===== src/rtl/uart_tx_fifo.sv =====
// Byte-strobe FIFO feeding an 8N1 UART transmitter (LSB first).
// The CPU has no backpressure, so strobes that find the FIFO full are
// dropped and flagged through a sticky overflow bit.
module uart_tx_fifo #(
  parameter int CLKS_PER_BIT = 868,
  parameter int FIFO_DEPTH   = 16
) (
  input  logic                          clk,
  input  logic                          reset,
  input  logic [7:0]                    i_Data,
  input  logic                          i_DataValid,
  output logic                          o_Tx,
  output logic                          o_Busy,
  output logic                          o_Full,
  output logic                          o_Overflow,
  output logic [$clog2(FIFO_DEPTH):0]   o_Count
);

  localparam int AW = $clog2(FIFO_DEPTH);
  localparam int CW = AW + 1;
  localparam int BW = $clog2(CLKS_PER_BIT);
  localparam logic [BW-1:0] BAUD_MAX = BW'(CLKS_PER_BIT - 1);
  localparam logic [CW-1:0] DEPTH_C  = CW'(FIFO_DEPTH);

  typedef enum logic [1:0] {IDLE, START, DATA, STOP} state_t;

  state_t          state, state_n;
  logic [BW-1:0]   baud, baud_n;
  logic [2:0]      bit_idx, bit_idx_n;
  logic [7:0]      shift, shift_n;
  logic            tx_n;

  logic [7:0]      mem [FIFO_DEPTH];
  logic [AW-1:0]   wr_ptr, rd_ptr;
  logic [CW-1:0]   count, count_n;
  logic            pop, push, bit_end;

  assign bit_end = (baud == BAUD_MAX);
  // A full FIFO still accepts a byte when the head leaves in the same cycle.
  assign push    = i_DataValid && ((count != DEPTH_C) || pop);
  assign o_Count = count;

  // Occupancy after this cycle's push/pop.
  always_comb begin
    count_n = count;
    unique case ({push, pop})
      2'b10:   count_n = count + CW'(1);
      2'b01:   count_n = count - CW'(1);
      default: count_n = count;
    endcase
  end

  // Frame sequencing: next state, baud/bit counters, line level and pops.
  always_comb begin
    state_n   = state;
    baud_n    = baud;
    bit_idx_n = bit_idx;
    shift_n   = shift;
    tx_n      = o_Tx;
    pop       = 1'b0;
    unique case (state)
      IDLE: begin
        baud_n = '0;
        tx_n   = 1'b1;
        if (count != '0) begin
          pop     = 1'b1;
          shift_n = mem[rd_ptr];
          tx_n    = 1'b0;
          state_n = START;
        end
      end
      START: begin
        baud_n = bit_end ? '0 : baud + BW'(1);
        if (bit_end) begin
          tx_n      = shift[0];
          bit_idx_n = '0;
          state_n   = DATA;
        end
      end
      DATA: begin
        baud_n = bit_end ? '0 : baud + BW'(1);
        if (bit_end) begin
          if (bit_idx == 3'd7) begin
            tx_n    = 1'b1;
            state_n = STOP;
          end else begin
            tx_n      = shift[1];
            shift_n   = {1'b0, shift[7:1]};
            bit_idx_n = bit_idx + 3'd1;
          end
        end
      end
      STOP: begin
        baud_n = bit_end ? '0 : baud + BW'(1);
        tx_n   = 1'b1;
        // Chain straight into the next start bit when more data waits.
        if (bit_end) begin
          if (count != '0) begin
            pop     = 1'b1;
            shift_n = mem[rd_ptr];
            tx_n    = 1'b0;
            state_n = START;
          end else begin
            state_n = IDLE;
          end
        end
      end
      default: state_n = IDLE;
    endcase
  end

  // FSM and line registers.
  always_ff @(posedge clk) begin
    if (reset) begin
      state   <= IDLE;
      baud    <= '0;
      bit_idx <= '0;
      shift   <= '0;
      o_Tx    <= 1'b1;
    end else begin
      state   <= state_n;
      baud    <= baud_n;
      bit_idx <= bit_idx_n;
      shift   <= shift_n;
      o_Tx    <= tx_n;
    end
  end

  // FIFO pointers, occupancy and status flags.
  always_ff @(posedge clk) begin
    if (reset) begin
      wr_ptr     <= '0;
      rd_ptr     <= '0;
      count      <= '0;
      o_Full     <= 1'b0;
      o_Busy     <= 1'b0;
      o_Overflow <= 1'b0;
    end else begin
      if (push) wr_ptr <= wr_ptr + AW'(1);
      if (pop)  rd_ptr <= rd_ptr + AW'(1);
      count  <= count_n;
      o_Full <= (count_n == DEPTH_C);
      o_Busy <= (state_n != IDLE) || (count_n != '0);
      if (i_DataValid && !push) o_Overflow <= 1'b1;
    end
  end

  // FIFO storage; no reset needed since the pointers define validity.
  always_ff @(posedge clk) begin
    if (!reset && push) mem[wr_ptr] <= i_Data;
  end

endmodule


===== config.mk =====
export PLATFORM = sky130hd
export DESIGN_NAME = uart_tx_fifo
export DESIGN_NICKNAME = d
export VERILOG_FILES = /design/src/rtl/uart_tx_fifo.sv
export SDC_FILE = /design/constraint.sdc
export NUM_CORES = 1
export LEC_CHECK = 0
export CAP_MARGIN = 40
export CORE_ASPECT_RATIO = 0.5
export CORE_MARGIN = 1.5
export CORE_UTILIZATION = 45
export CTS_CLUSTER_SIZE = 28
export DETAILED_ROUTE_END_ITERATION = 8
export PLACE_DENSITY_LB_ADDON = 0.2
export SLEW_MARGIN = 20
export SYNTH_ARGS = -nofsm -noshare
export SYNTH_HDL_FRONTEND = slang
export SYNTH_SLANG_ARGS = --single-unit

===== constraint.sdc =====
create_clock -name clk -period 6 [get_ports clk]
set_clock_uncertainty 0.15 [all_clocks]
set_input_delay 0.6 -clock clk [delete_from_list [all_inputs] [get_ports clk]]
set_output_delay 0.6 -clock clk [all_outputs]
set_load 0.01 [all_outputs]

Yosys cells after proc, flatten, opt, wreduce, memory -nomap -nowiden

Memory sizes are Yosys's and may differ from the RTL's. A register that Yosys moved wholly into a read port is not among the register bits.
Cells that the tools add are included.
W data, S select, Z words.

Equal/unequal tests: 13
Mux-type cells: 32
Reduce and logical (&&, ||, !) cells: 17
Add/subtract/negate cells: 6

Operator list:

| kind                    | number |
|---|---|
| $mux W8                 | 4 |
| $pmux W8 S3             | 1 |
| $pmux W10 S2            | 1 |
| $add A10 B1 Y10 const B | 1 |
| $eq A10 B10 Y1 const B  | 1 |
| $mux W1                 | 10 |
| $mux W10                | 1 |
| $mux W2                 | 5 |
| $pmux W5 S2             | 1 |
| $reduce_bool A5 Y1      | 2 |
| $mux W3                 | 3 |
| $add A4 B1 Y4 const B   | 2 |
| $mux W4                 | 2 |
| $ne A2 B2 Y1 const B    | 4 |
| $pmux W2 S4             | 1 |
| $reduce_and A4 Y1       | 2 |
| $eq A2 B2 Y1 const B    | 3 |
| $pmux W3 S2             | 1 |
| $add A5 B1 Y5 const B   | 1 |
| $eq A5 B5 Y1 const B    | 1 |
| $ne A5 B5 Y1 const B    | 1 |
| $sub A5 B1 Y5 const B   | 1 |
| $eq A2 B1 Y1 const B    | 2 |
| $pmux W1 S4             | 1 |
| other kinds (11)        | 16 |

Output and inout bits: 9
Register bits after elaboration: 40
Bits of input ports: 11
Bits in writable memories: 128
Memories kept: 1

Memory list:

| name | depth | width | rd ports | clocked after memory_dff | write ports | line | source |
|---|---|---|---|---|---|---|---|
| mem  | 16    | 8     | 1        | 1                        | 1           | 33   | `logic [7:0] mem [FIFO_DEPTH];` |

Logic depth before layout (Yosys ltp)

Depth after elaboration: 10
Mapped depth: 14
Gate-level depth less buffers: 13

Worst setup path after synthesis

No wires, ideal clock.

Kind: register to register
Start: reg state[0]
End: reg o_Full
Cell stages (with the launch flop): 15
Setup time: 0.139 ns
Path buffers: 1
Required time: 5.711 ns
Arrival: 3.150 ns
Slack: 2.561 ns
Period minus slack after synthesis: 3.439 ns
Path through: dfxtp_1 -> inv_1 -> ha_1 -> nor2b_1 -> nand4_2 -> and2_4 -> buf_6 -> nor3_1 -> ha_1 -> a21o_1 -> a21oi_1 -> mux2i_1 -> or4b_1 -> o31a_1 -> nor4bb_1

Cells in the longest elaborated chain, start to end: 7
Elaborated cells on any way between the ends: 9

Ends and longest elaborated chain:

| what                                                    | line | source |
|---|---|---|
| start: declaration                                      | 27   | `state_t state, state_n;` |
| start signal: assignment                                | 121  | `state <= state_n;` |
| $eq A2 B2 Y1 / $logic_not A2 Y1 (equally long branches) | 61   | `unique case (state)` |
| $pmux W1 S2 (*)                                         | 61   |  |
| $logic_or A1 B1 Y1                                      | 40   | `assign push = i_DataValid && ((count != DEPTH_C) \|\| pop);` |
| $logic_and A1 B1 Y1                                     | 40   |  |
| $eq A2 B1 Y1 / $eq A2 B2 Y1 (equally long branches)     | 46   | `unique case ({push, pop})` |
| $pmux W5 S2 (*)                                         | 46   |  |
| $eq A5 B5 Y1 (*)                                        | 142  | `o_Full <= (count_n == DEPTH_C);` |
| end signal: assignment                                  | 142  |  |
| end: declaration                                        | 14   | `output logic o_Full,` |

Every way passes the cells marked *; elsewhere a longest branch is shown, timed or not.
A chain may end at the register's enable or synchronous reset.

Worst setup path in the final report

Start: reg count[0], in the netlist o_Count[0]
End: reg o_Full

Cells in the longest elaborated chain, start to end: 9
Elaborated cells on any way between the ends: 13

Ends and longest elaborated chain:

| what                                                | line   | source |
|---|---|---|
| start: declaration                                  | 35     | `logic [CW-1:0] count, count_n;` |
| start signal: assignment                            | 141    | `count <= count_n;` |
| $reduce_bool A5 Y1                                  | 65, 98 |  |
| $mux W1                                             | 65, 98 |  |
| $mux W1                                             | 97     | `if (bit_end) begin` |
| $pmux W1 S2                                         | 61     |  |
| $logic_or A1 B1 Y1                                  | 40     |  |
| $logic_and A1 B1 Y1                                 | 40     |  |
| $eq A2 B1 Y1 / $eq A2 B2 Y1 (equally long branches) | 46     |  |
| $pmux W5 S2 (*)                                     | 46     |  |
| $eq A5 B5 Y1 (*)                                    | 142    |  |

Marks and branches as above.

==> impl_metrics.py <==
metrics = {
    "worst_setup_path": {
        "rr_worst_depth": 10,
        "r2r-end": "o_Full",
        "path_class": "reg -> reg",
        "end_kind": "register",
        "critPathMaxFanout": 10,
        "reg2reg_from": "o_Count[0]",
        "cp.required_ns": 6.13,
        "rrSetupSlack_ns": 2.24,
        "setup.worst_path.start_class": "register",
        "cp_data_arrival_time_ns": 3.90,
    },
    "die": {
        "num_rows": 32,
        "initial_utilization_pct": 46.4,
        "fp.coreArea_mm2": 0.0155,
        "die_h_um": 92.5,
        "die_width_um": 182,
        "io_pins": 20,
        "dieArea_mm2": 0.0168,
    },
    "logic_synthesis": {
        "synthAdderAreaFrac_pct": 2.88,
        "synth_edf_count": 128,
        "synth.yosys.warnings": 0,
        "synthTopCellsByArea": "edfxtp_1, mux4_2, dfxtp_1, nor2_1, ha_1",
        "synthCells": 453,
        "ys_types": 58,
        "synth-simple-area-share_pct": 8.91,
        "syn_area_mm2": 0.00721,
        "synth_top_family_by_area": "multiplexers",
        "ys_seq_area_share_pct": 65.6,
        "ys.flop_type": "edfxtp_1",
        "synth-async-reset-ratio_pct": 0,
        "synth_seq_cells": 172,
        "synth_compound_area_share_pct": 4.50,
        "syn_nets": 480,
        "syn-mean-instance-area_um2": 15.9,
        "synth_area_leader_cell": "edfxtp_1",
        "synth_xor_xnor_area_share_pct": 2.07,
        "synth_mux_area_share_pct": 14.2,
        "synth_top_area_share_pct": 53.3,
    },
    "status": {
        "status": "finished clean",
    },
    "place": {
        "place_congestion": 0.798,
        "hpwl_um": 9270,
        "portBuffers": 19,
        "dpl_worst_slack_ns": 2.28,
    },
    "detailed_routing": {
        "vias": 3817,
        "met1_length_um": 6360,
        "drt_iter0_drc": 292,
        "wl_per_cell_um": 19.3,
        "ant_nets": 0,
        "avgViaCountPerCell": 5.41,
        "finalWirelength_um": 13600,
        "highest_layer": "met4",
        "drt_first_pass_iters": 4,
        "drc": 0,
        "dr_wl_met2_um": 6580,
        "met3_length_um": 602,
    },
    "layout": {
        "area_growth_pct": 15.5,
        "final_common_cell": "edfxtp_1",
        "antennaDiodeCount": 0,
        "fillerInstances": 1223,
        "layout_common_cells": "edfxtp_1, nor2_1, dfxtp_1",
        "multiInputGateArea_mm2": 0.00234,
        "nets": 517,
        "seq_area_mm2": 0.00473,
        "drive_gt1_share_pct": 21.1,
    },
    "sta": {
        "max_freq_ghz": 0.266,
        "layout_min_cycle_time_ns": 3.76,
        "rsz0062_at_grt": "no",
        "drv_slew": 0,
        "setup_ws_ns": 2.24,
        "hold_violations": 0,
        "slew_headroom_pct": 46.1,
        "worst-slew-pin-transition_ns": 0.809,
        "period_share_pct": 62.7,
        "setup_viol": 0,
        "hold_slack_ns": 0.309,
        "setup_tns_ns": 0,
    },
    "cts": {
        "htreeDepth": 4,
        "tritoncts": "built",
        "postCtsResizedCells": 0,
        "clockRootBuffer": "clkbuf_16",
        "cts-buffers-inserted": 17,
        "post_cts_buffers": 0,
        "cts_hold_buf": 0,
        "cts.sinks": 172,
        "clk_latency_ns": 0.42,
        "clkTransAtPathRegs_ns": 0.06,
        "clk_path_buf_depth": 2,
    },
    "min_path": {
        "min_path_cells": 1,
        "hold_class": "reg -> reg",
        "hold_end": "baud[0]",
        "worstHoldStart": "baud[0]",
    },
    "global_routing": {
        "grt_max_degree": 37,
        "grt_use_total_pct": 18.0,
        "grt_pass1_wl_um": 22100,
        "grt_pass1_vias": 3919,
        "antenna_found_initial": 0,
        "grt-ovfl-total": 0,
    },
    "run": {
        "maxCapViolCount": 0,
    },
    "pwr": {
        "ir_drop_v": 0.000174,
        "power.total_mw": 3.40,
        "leakage_nw": 2.75,
        "powerDensity_mw_per_mm2": 408,
    },
}
[cell usage after synthesis, types with 3 or more instances]
cell      count
nand2_1      16
mux4_2       40
clkbuf_1      9
ha_1         15
edfxtp_1    128
nor3_1        5
a211oi_1      7
o21ai_0       8
a22oi_1       4
and3_1        4
mux2i_1      11
xor2_1       10
buf_1         4
buf_6         3
nand2b_1      3
nand4_1       3
inv_1         7
a21oi_1      10
nand3_1       7
dfxtp_1      44
nor2b_1       3
xnor2_1       7
nor2_1       64
buf_2         3
[report_power, final]
group | internal [mW] | switching, mW
logic | 0.398 | 0.429
registers | 1.35 | 0.0819
clock network | 0.667 | 0.474
total | 2.41 | 0.986
[critical path, stage by stage (launching register included)]
cell and delay [ns]:
dfxtp_1 0.40, nor4_4 0.51, nor2b_1 0.62, nor3_1 0.25, ha_1 0.33, a21o_1 0.18, a21oi_1 0.27, mux2i_1 0.16
or4b_1 0.48, o31a_1 0.14, nor4bb_1 0.13
[stage by stage]
stage          std cells  util [%]  instance area, um^2
6_report             706      53.6                 8320
5_1_grt              706      53.6                 8320
4_1_cts              705      53.5                 8310
3_5_place_dp         674      49.5                 7700
3_3_place_gp         657      48.7                 7560
2_1_floorplan        453         -                 7210
[cell type report]
class | count | area share [%]
inverter | 7 | 0.316
clock buffer | 18 | 5.16
timing repair buffer | 39 | 4.31
sequential | 172 | 56.8
tap | 204 | 3.07
multi-input combinational | 253 | 28.2
clock inverter | 13 | 2.18
[worst max-delay path by stage]
| stage | from | endpoint | cells past startpoint |
|---|---|---|---|
| 3_5_place_dp | o_Count[0] | o_Full | 10 |
| 5_1_grt | o_Count[0] | o_Full | 10 |
| 6_report | o_Count[0] | o_Full | 10 |
| 2_1_floorplan | state[0] | o_Full | 14 |
| 3_3_place_gp | o_Count[0] | o_Full | 10 |
| 4_1_cts | o_Count[0] | o_Full | 10 |
[state kept, by name, indices dropped and copies added, names as in the netlist, named ones only]
| signal | count |
|---|---|
| o_Overflow | 1 |
| wr_ptr | 4 |
| rd_ptr | 4 |
| shift | 8 |
| o_Count | 5 |
| state | 2 |
| o_Full | 1 |
| baud | 10 |
| mem | 128 |
| o_Busy | 1 |
| o_Tx | 1 |
| bit_idx | 3 |
[cells by family after synthesis]
kind of cell / count (synthesis)
flip-flops: 172
adder cells (fa/ha/maj): 16
multiplexers: 52
buffers and inverters: 28
AO/OA/AOI/OAI: 43
AND/OR/NAND/NOR: 125
XOR/XNOR: 17
[routing by layer]
layer	up-vias	global-route usage (%)
met2	77	29.4
met3	4	4.88
li1	1824	-
met1	1912	23.7
met4	0	5.99
met5	-	0
(Power assumes the default switching activity.)
